$ cat src/rtl/tampon_tx.sv
// tampon_tx: FIFO of Enigma letter indices feeding the UART transmitter as ASCII bytes.
// Define TAMPON_TX_GRUPARE_EN to insert a space between groups of GROUP_LEN letters.
module tampon_tx #(
    parameter int ADDR_W    = 4,
    parameter int GROUP_LEN = 5
) (
    input  logic              clk,
    input  logic              rst,
    input  logic              valid_in,
    input  logic [4:0]        char_in,
    input  logic              tx_active,
    output logic              tx_start,
    output logic [7:0]        tx_din,
    output logic              empty,
    output logic              full,
    output logic [ADDR_W:0]   count,
    output logic              overflow,
    output logic [1:0]        dbg_state
);

    // Handshake: valid_in is a one-cycle strobe accepted whenever full=0 (no
    // backpressure, a strobe while full is dropped and flagged in overflow);
    // tx_start is a one-cycle pulse issued only while tx_active=0, and tx_din
    // then holds the byte until the next pop.

    localparam int DEPTH = 1 << ADDR_W;
    localparam int CW    = ADDR_W + 1;

    typedef enum logic [1:0] {
        IDLE    = 2'd0,
        START   = 2'd1,
        WAIT_HI = 2'd2,
        WAIT_LO = 2'd3
    } state_t;

    logic [4:0]        mem [DEPTH];
    logic [ADDR_W-1:0] wr_ptr;
    logic [ADDR_W-1:0] rd_ptr;
    state_t            state;
    logic [1:0]        hi_wait;
    logic              push;
    logic              go;
    logic              pop;
    logic              send_space;

    if (ADDR_W < 1 || GROUP_LEN < 1) begin : g_bad_param
        $error("tampon_tx: ADDR_W and GROUP_LEN must be at least 1");
    end

    function automatic logic [7:0] to_ascii(input logic [4:0] idx);
        if (idx < 5'd26)
            return 8'h41 + {3'b000, idx};
        else
            return 8'h3F;
    endfunction

    assign empty     = (count == '0);
    assign full      = (count == CW'(DEPTH));
    assign push      = valid_in && !full;
    // A pending space only goes out ahead of a real letter, so no trailing space.
    assign go        = (state == IDLE) && !tx_active && !empty;
    assign pop       = go && !send_space;
    assign dbg_state = state;

`ifdef TAMPON_TX_GRUPARE_EN
    localparam int GW = $clog2(GROUP_LEN + 1);

    logic [GW-1:0] grp_cnt;
    logic          space_pend;

    assign send_space = space_pend;

    always_ff @(posedge clk) begin
        if (rst) begin
            grp_cnt    <= '0;
            space_pend <= 1'b0;
        end else if (pop) begin
            if (grp_cnt == GW'(GROUP_LEN - 1)) begin
                grp_cnt    <= '0;
                space_pend <= 1'b1;
            end else begin
                grp_cnt <= grp_cnt + GW'(1);
            end
        end else if (go && space_pend) begin
            space_pend <= 1'b0;
        end
    end
`else
    assign send_space = 1'b0;
`endif

    always_ff @(posedge clk) begin
        if (push)
            mem[wr_ptr] <= char_in;
    end

    always_ff @(posedge clk) begin
        if (rst) begin
            wr_ptr   <= '0;
            rd_ptr   <= '0;
            count    <= '0;
            overflow <= 1'b0;
        end else begin
            if (push)
                wr_ptr <= wr_ptr + ADDR_W'(1);
            if (pop)
                rd_ptr <= rd_ptr + ADDR_W'(1);
            if (push && !pop)
                count <= count + CW'(1);
            else if (pop && !push)
                count <= count - CW'(1);
            if (valid_in && full)
                overflow <= 1'b1;
        end
    end

    // WAIT_HI gives a slow transmitter three cycles to raise tx_active
    // before the byte is assumed to have gone out.
    always_ff @(posedge clk) begin
        if (rst) begin
            state    <= IDLE;
            tx_start <= 1'b0;
            tx_din   <= 8'h00;
            hi_wait  <= 2'd0;
        end else begin
            case (state)
                IDLE: begin
                    tx_start <= 1'b0;
                    if (go) begin
                        state    <= START;
                        tx_start <= 1'b1;
                        tx_din   <= send_space ? 8'h20 : to_ascii(mem[rd_ptr]);
                    end
                end
                START: begin
                    tx_start <= 1'b0;
                    hi_wait  <= 2'd0;
                    state    <= WAIT_HI;
                end
                WAIT_HI: begin
                    tx_start <= 1'b0;
                    if (tx_active) begin
                        state <= WAIT_LO;
                    end else if (hi_wait == 2'd2) begin
                        state <= IDLE;
                    end else begin
                        hi_wait <= hi_wait + 2'd1;
                    end
                end
                WAIT_LO: begin
                    tx_start <= 1'b0;
                    if (!tx_active)
                        state <= IDLE;
                end
                default: begin
                    tx_start <= 1'b0;
                    state    <= IDLE;
                end
            endcase
        end
    end

endmodule

$ cat config.mk
export PLATFORM = sky130hd
export DESIGN_NAME = tampon_tx
export DESIGN_NICKNAME = d
export VERILOG_FILES = /design/src/rtl/tampon_tx.sv
export SDC_FILE = /design/constraint.sdc
export NUM_CORES = 1
export LEC_CHECK = 0
export ABC_CLOCK_PERIOD_IN_PS = 3700
export CAP_MARGIN = 20
export CORE_MARGIN = 4
export CORE_UTILIZATION = 59
export CTS_CLUSTER_SIZE = 24
export DETAILED_ROUTE_END_ITERATION = 12
export PLACE_DENSITY = 0.89
export SKIP_CTS_REPAIR_TIMING = 1
export SLEW_MARGIN = 20
export SYNTH_ARGS = -nofsm -noshare
export SYNTH_HDL_FRONTEND = slang
export SYNTH_SLANG_ARGS = --single-unit
$ cat constraint.sdc
create_clock -name clk -period 3.7 [get_ports clk]
set_input_delay 0.555 -clock clk [delete_from_list [all_inputs] [get_ports clk]]
set_output_delay 0.555 -clock clk [all_outputs]
set_load 0.02 [all_outputs]
Word-level counts from Yosys, hierarchy flattened
Memory sizes are Yosys's and may differ from the RTL's. A register that Yosys moved wholly into a read port is not among the register bits.
Cells that the tools add are included.
Widths: inputs -> output; s select.

word-level totals
  memories kept = 1
  bits in registers = 27
  output and inout port bits = 19
  bits in writable memories = 80
  input bits = 9

memories
  name  depth  bits a word  rd ports  clocked after Yosys merged registers in  wr ports  RTL line  source
  mem   16     5            1         1                                        1         36        logic [4:0] mem [DEPTH];

operators by class
  mux-type cells = 17
  eq/ne operators = 10
  $lt $le $gt $ge = 1
  reductions and logical operators = 19
  add/subtract/negate cells = 6

operators by type and width
  kind                 number
  $mux 2               6
  $mux 5               2
  $add 4x1->4 const B  2
  $add 7x5->8 const A  1
  $mux 4               2
  $mux 8               1
  $ne 2x2->1 const B   4
  $pmux 2 s4           1
  $eq 2x2->1 const B   3
  $logic_and 1x1->1    6
  $reduce_and 3->1     2
  $add 5x1->5 const B  1
  $eq 5x5->1 const B   1
  $logic_not 1->1      5
  $logic_not 5->1      1
  $lt 5x5->1 const B   1
  $sub 5x1->5 const B  1
  $pmux 2 s2           1
  $reduce_bool 2->1    2
  $mux 1               3
  $ne 3x3->1 const B   1
  $reduce_or 3->1      1
  $add 2x1->2 const B  1
  $eq 2x1->1 const B   1
  3 further kinds      3

Longest topological paths before layout
  word-level depth = 7
  depth in mapped cells = 13

Least setup slack after synthesis
Ideal clock, no wire load.

  path type = register to register
  start = reg count[0]
  end = reg count[4]
  data arrival time = 2.950 ns
  cell stages (with the launch flop) = 14
  path buffers = 0
  library setup time = 0.128 ns
  slack = 0.623 ns
  clock period less this slack = 3.077 ns
  cell sequence = dfxtp_1 nor4_1 nor2b_1 nor3b_2 clkinv_1 ha_1 inv_1 ha_1 nor2b_1 o21a_1 or3_1 a21oi_1 xnor2_1 nor2_1

on the way
  longest elaborated chain between the ends = 6
  elaborated cells between the ends (all ways) = 15
  classes of those cells = add/sub: 2; eq/ne: 1; mux: 2; reduce/logical: 10

RTL lines
  element                                             RTL line  source
  start, declared                                     16        output logic [ADDR_W:0] count,
  start signal, assigned                              109       count <= count + CW'(1);
  start signal, assigned                              111       count <= count - CW'(1);
  $logic_not 5->1 *                                   57        assign empty = (count == '0);
  net empty                                           14        output logic empty,
  $logic_not 1->1 *                                   61        assign go = (state == IDLE) && !tx_active && !empty;
  $logic_and 1x1->1 *                                 61
  $logic_not 1->1                                     108       if (push && !pop)
  $logic_and 1x1->1                                   108
  $mux 5 / $reduce_bool 2->1 (equally long branches)  --

Mark *: on every way through the listed nets, which the timed path passes. The rest lies on a longest branch. The select of a mux whose other input is x is not followed.
A chain may end at the register's enable or synchronous reset.

Final worst setup path
  start = reg count[0]
  end = reg count[4]

on the way
  longest elaborated chain between the ends = 6
  elaborated cells between the ends (all ways) = 15
  classes of those cells = add/sub: 2; eq/ne: 1; mux: 2; reduce/logical: 10

RTL lines
  element
  parallel branches: the longest is 6 deep, another holds $sub 5x1->5

Several ways; the timed one is not identified. The select of a mux whose other input is x is not followed.

==> metrics.md <==
| Metric | Value |
|---|---|
| Status | completed |
| Ys Warns | 0 |
| CTS Root Cell | clkbuf_8 |
| Core area | 7690 um2 |
| Max Slew Vio Count | 0 |
| Top post-synthesis cells by count | edfxtp_1, nor2_1, dfxtp_1 |
| IO Pins | 28 |
| Max-Cap Viols | 0 |
| Multi-input gate area | 1500 um2 |
| Synth Flop Type | edfxtp_1 |
| Clk sink count | 110 |
| CTS H-tree depth | 3 |
| Routed len/inst | 18.0 um |
| Critical Path Start Type | register |
| Die Footprint | 9330 um2 |
| CTS Buffer Depth | 2 |
| Power, Total | 0.00321 W |
| Layout cell share with drive strength beyond 1 | 0.102 |
| Synth Instances | 310 |
| Routed vias | 2,567 |
| TritonCTS clock tree | yes |
| Fmax | 0.322 GHz |
| FF+latch count, synth | 110 |
| Power per Cell Area | 618 nW/um2 |
| Antenna-violating nets left | 0 |
| Slew of the pin with the lowest slew margin | 1.06 ns |
| Area leader, netlist | edfxtp_1 |
| Worst path max stage delay | 0.37 ns |
| Fraction of registers with async set/reset | 0 |
| Endpoints failing hold | 0 |
| Post-synth EDFFs | 80 |
| All-Layer GR Usage | 0.178 |
| WHS Path Cells | 2 |
| Req. time, crit path | 3.93 ns |
| HP Class | register to register |
| Slowest stage cell, crit path | dfxtp_1 |
| Reg2reg setup slack | 0.60 ns |
| CP top delay family | simple AND/OR/NAND/NOR gates |
| Max_slew headroom | 0.291 |
| Starting Density | 0.603 |
| Synth cell types | 42 |
| TritonCTS buffer count | 9 |
| Count leader, synth | edfxtp_1 |
| Row count | 32 |
| Die height | 96.6 um |
| Initial DRC Count | 156 |
| Unrepaired setup endpoints after global routing | no |
| Post-synthesis sequential area ratio | 0.648 |
| Cell Chain, Critical Path | nor4_1 -> nor2b_1 -> nor3b_2 -> clkinv_1 -> ha_1 -> inv_1 -> ha_1 -> nor2b_1 -> o21a_1 -> or3_1 -> a21oi_1 -> xnor2_1 -> nor2_1 |
| Hold_ws | 0.493 ns |
| Crit share post-route | 0.838 |
| TritonRoute pass-1 iters | 4 |
| Syn_nets | 336 |
| Clk_lat worst skew | 0.37 ns |
| Critical path class | register to register |
| Crit path from | count[0]$_SDFFE_PP0P_ |
| Nets | 364 |
| Largest net degree at the start of global routing | 28 |
| CP bufs+invs | 2 |
| CP Depth | 13 |
| Final setup viols | 0 |
| Worst Skew | 0.0182 ns |
| Cells after DPL | 429 |
| Routability cong. | 0.771 |
| Vias in the first global route | 2,572 |
| FF-to-FF path depth | 13 |
| Via density | 5.77 |
| # DRC | 0 |
| Post-Route WL | 8020 um |
| R2R Path Start | count[0]$_SDFFE_PP0P_ |
| P&R area growth vs syn | 12.1% |
| Fillers | 518 |
| Width of the die | 96.6 um |
| Clock slew seen by the registers of the worst setup and hold paths | 0.11 ns |
| Worst flop-to-flop path endpoint | count[4]$_SDFFE_PP0P_ |
| Syn_area_per_cell | 14.9 um2 |
| Dpl hpwl | 5640 um |
| GRT overflow | 0 |
| TNS Setup | 0 ns |
| Initial antenna violation count | 0 |
| Diodes inserted | 0 |
| Minimum clock period | 3.10 ns |
| CP max FO | 8 |
| CP Capture Type | register |
| Share of the synthesized area in the top cell type | 0.519 |
| Mapped Area | 4630 um2 |
| Synth top area cells | edfxtp_1, dfxtp_1, mux4_1, ha_1, nor2_1 |
| Register area | 3000 um2 |
| Crit path capture | count[4]$_SDFFE_PP0P_ |
| # port buffers | 26 |
| First-pass GRT wire length | 13,100 um |
| Layout Cells excl Fill | 445 |
| Worst vdd ir | 0.337 mV |
| Crit path DAT | 3.33 ns |
| Leak | 1.75 nW |
-- worst min-delay path by stage --
stage                       startpoint                       to
3_5_place_dp     overflow$_SDFFE_PP0P_    overflow$_SDFFE_PP0P_
6_report         overflow$_SDFFE_PP0P_    overflow$_SDFFE_PP0P_
2_1_floorplan  hi_wait[1]$_SDFFE_PP0P_  hi_wait[1]$_SDFFE_PP0P_
5_1_grt         tx_din[0]$_SDFFE_PP0P_   tx_din[0]$_SDFFE_PP0P_
3_3_place_gp     overflow$_SDFFE_PP0P_    overflow$_SDFFE_PP0P_
4_1_cts          overflow$_SDFFE_PP0P_    overflow$_SDFFE_PP0P_
-- cells by family (layout without fill, tap and decap cells) --
family	count (synthesis)	after routing	synth area share
AO/OA/AOI/OAI	30	30	0.0454
XOR/XNOR	11	11	0.0208
adder cells (fa/ha/maj)	17	17	0.0475
buffers and inverters	24	57	0.0275
flip-flops	110	110	0.648
multiplexers	21	21	0.111
other	1	1	0.000810
AND/OR/NAND/NOR	96	96	0.0989
-- final cells by class --
type	instances	share of cell area
Sequential cell	110	0.578
Multi-Input combinational cell	176	0.289
Timing Repair Buffer	31	0.0574
Tap cell	102	0.0246
Clock buffer	9	0.0239
Clock inverter	7	0.0193
Inverter	10	0.00723
-- worst register-to-register path, delay by kind of cell (launching register included) --
kind,cells,cell delay (ns)
and+or+nand+nor,6,1.29
adders and majority gates,2,0.55
DFF,1,0.37
AOI/OAI and AO/OA,2,0.36
buffers and inverters,2,0.25
xor gates and xnor gates,1,0.14
-- metrics by stage --
stage | util | instance area [um2] | setup slack (ns)
6_report | 0.675 | 5190 | 0.599
3_5_place_dp | 0.646 | 4970 | 0.320
3_3_place_gp | 0.646 | 4970 | 0.415
4_1_cts | 0.675 | 5190 | 0.610
5_1_grt | 0.675 | 5190 | 0.342
2_1_floorplan | - | 4630 | 0.623
-- state kept, by name (all words and copies together) (netlist names), named ones only --
register / flops
tx_start: 1
tx_din: 7
wr_ptr: 4
dbg_state: 2
hi_wait: 2
mem: 80
rd_ptr: 4
overflow: 1
count: 5
-- placed cells by master, fill, tap and decap left out, drive strengths merged, types with 8 or more instances in the layout --
cell type / count
nand2: 15
inv: 12
a21oi: 12
clkdlybuf4s50: 26
nor2: 45
dfxtp: 30
nand3: 11
edfxtp: 80
nor3: 8
clkbuf: 9
ha: 16
mux4: 20
-- metal layers --
| metal | global-route usage | vias to the layer above | part of all wire |
|---|---|---|---|
| li1 | - | 1217 | - |
| met2 | 0.298 | 94 | 0.49 |
| met1 | 0.239 | 1240 | 0.42 |
| met5 | 0 | - | 0 |
| met3 | 0.0324 | 16 | 0.067 |
| met4 | 0.0551 | 0 | 0.016 |
-- where the power goes --
group	switching [W]	internal, W
logic	0.000495	0.000432
registers	0.0000853	0.00143
clock network	0.000434	0.000335
Power figures use the tool's default switching activity.
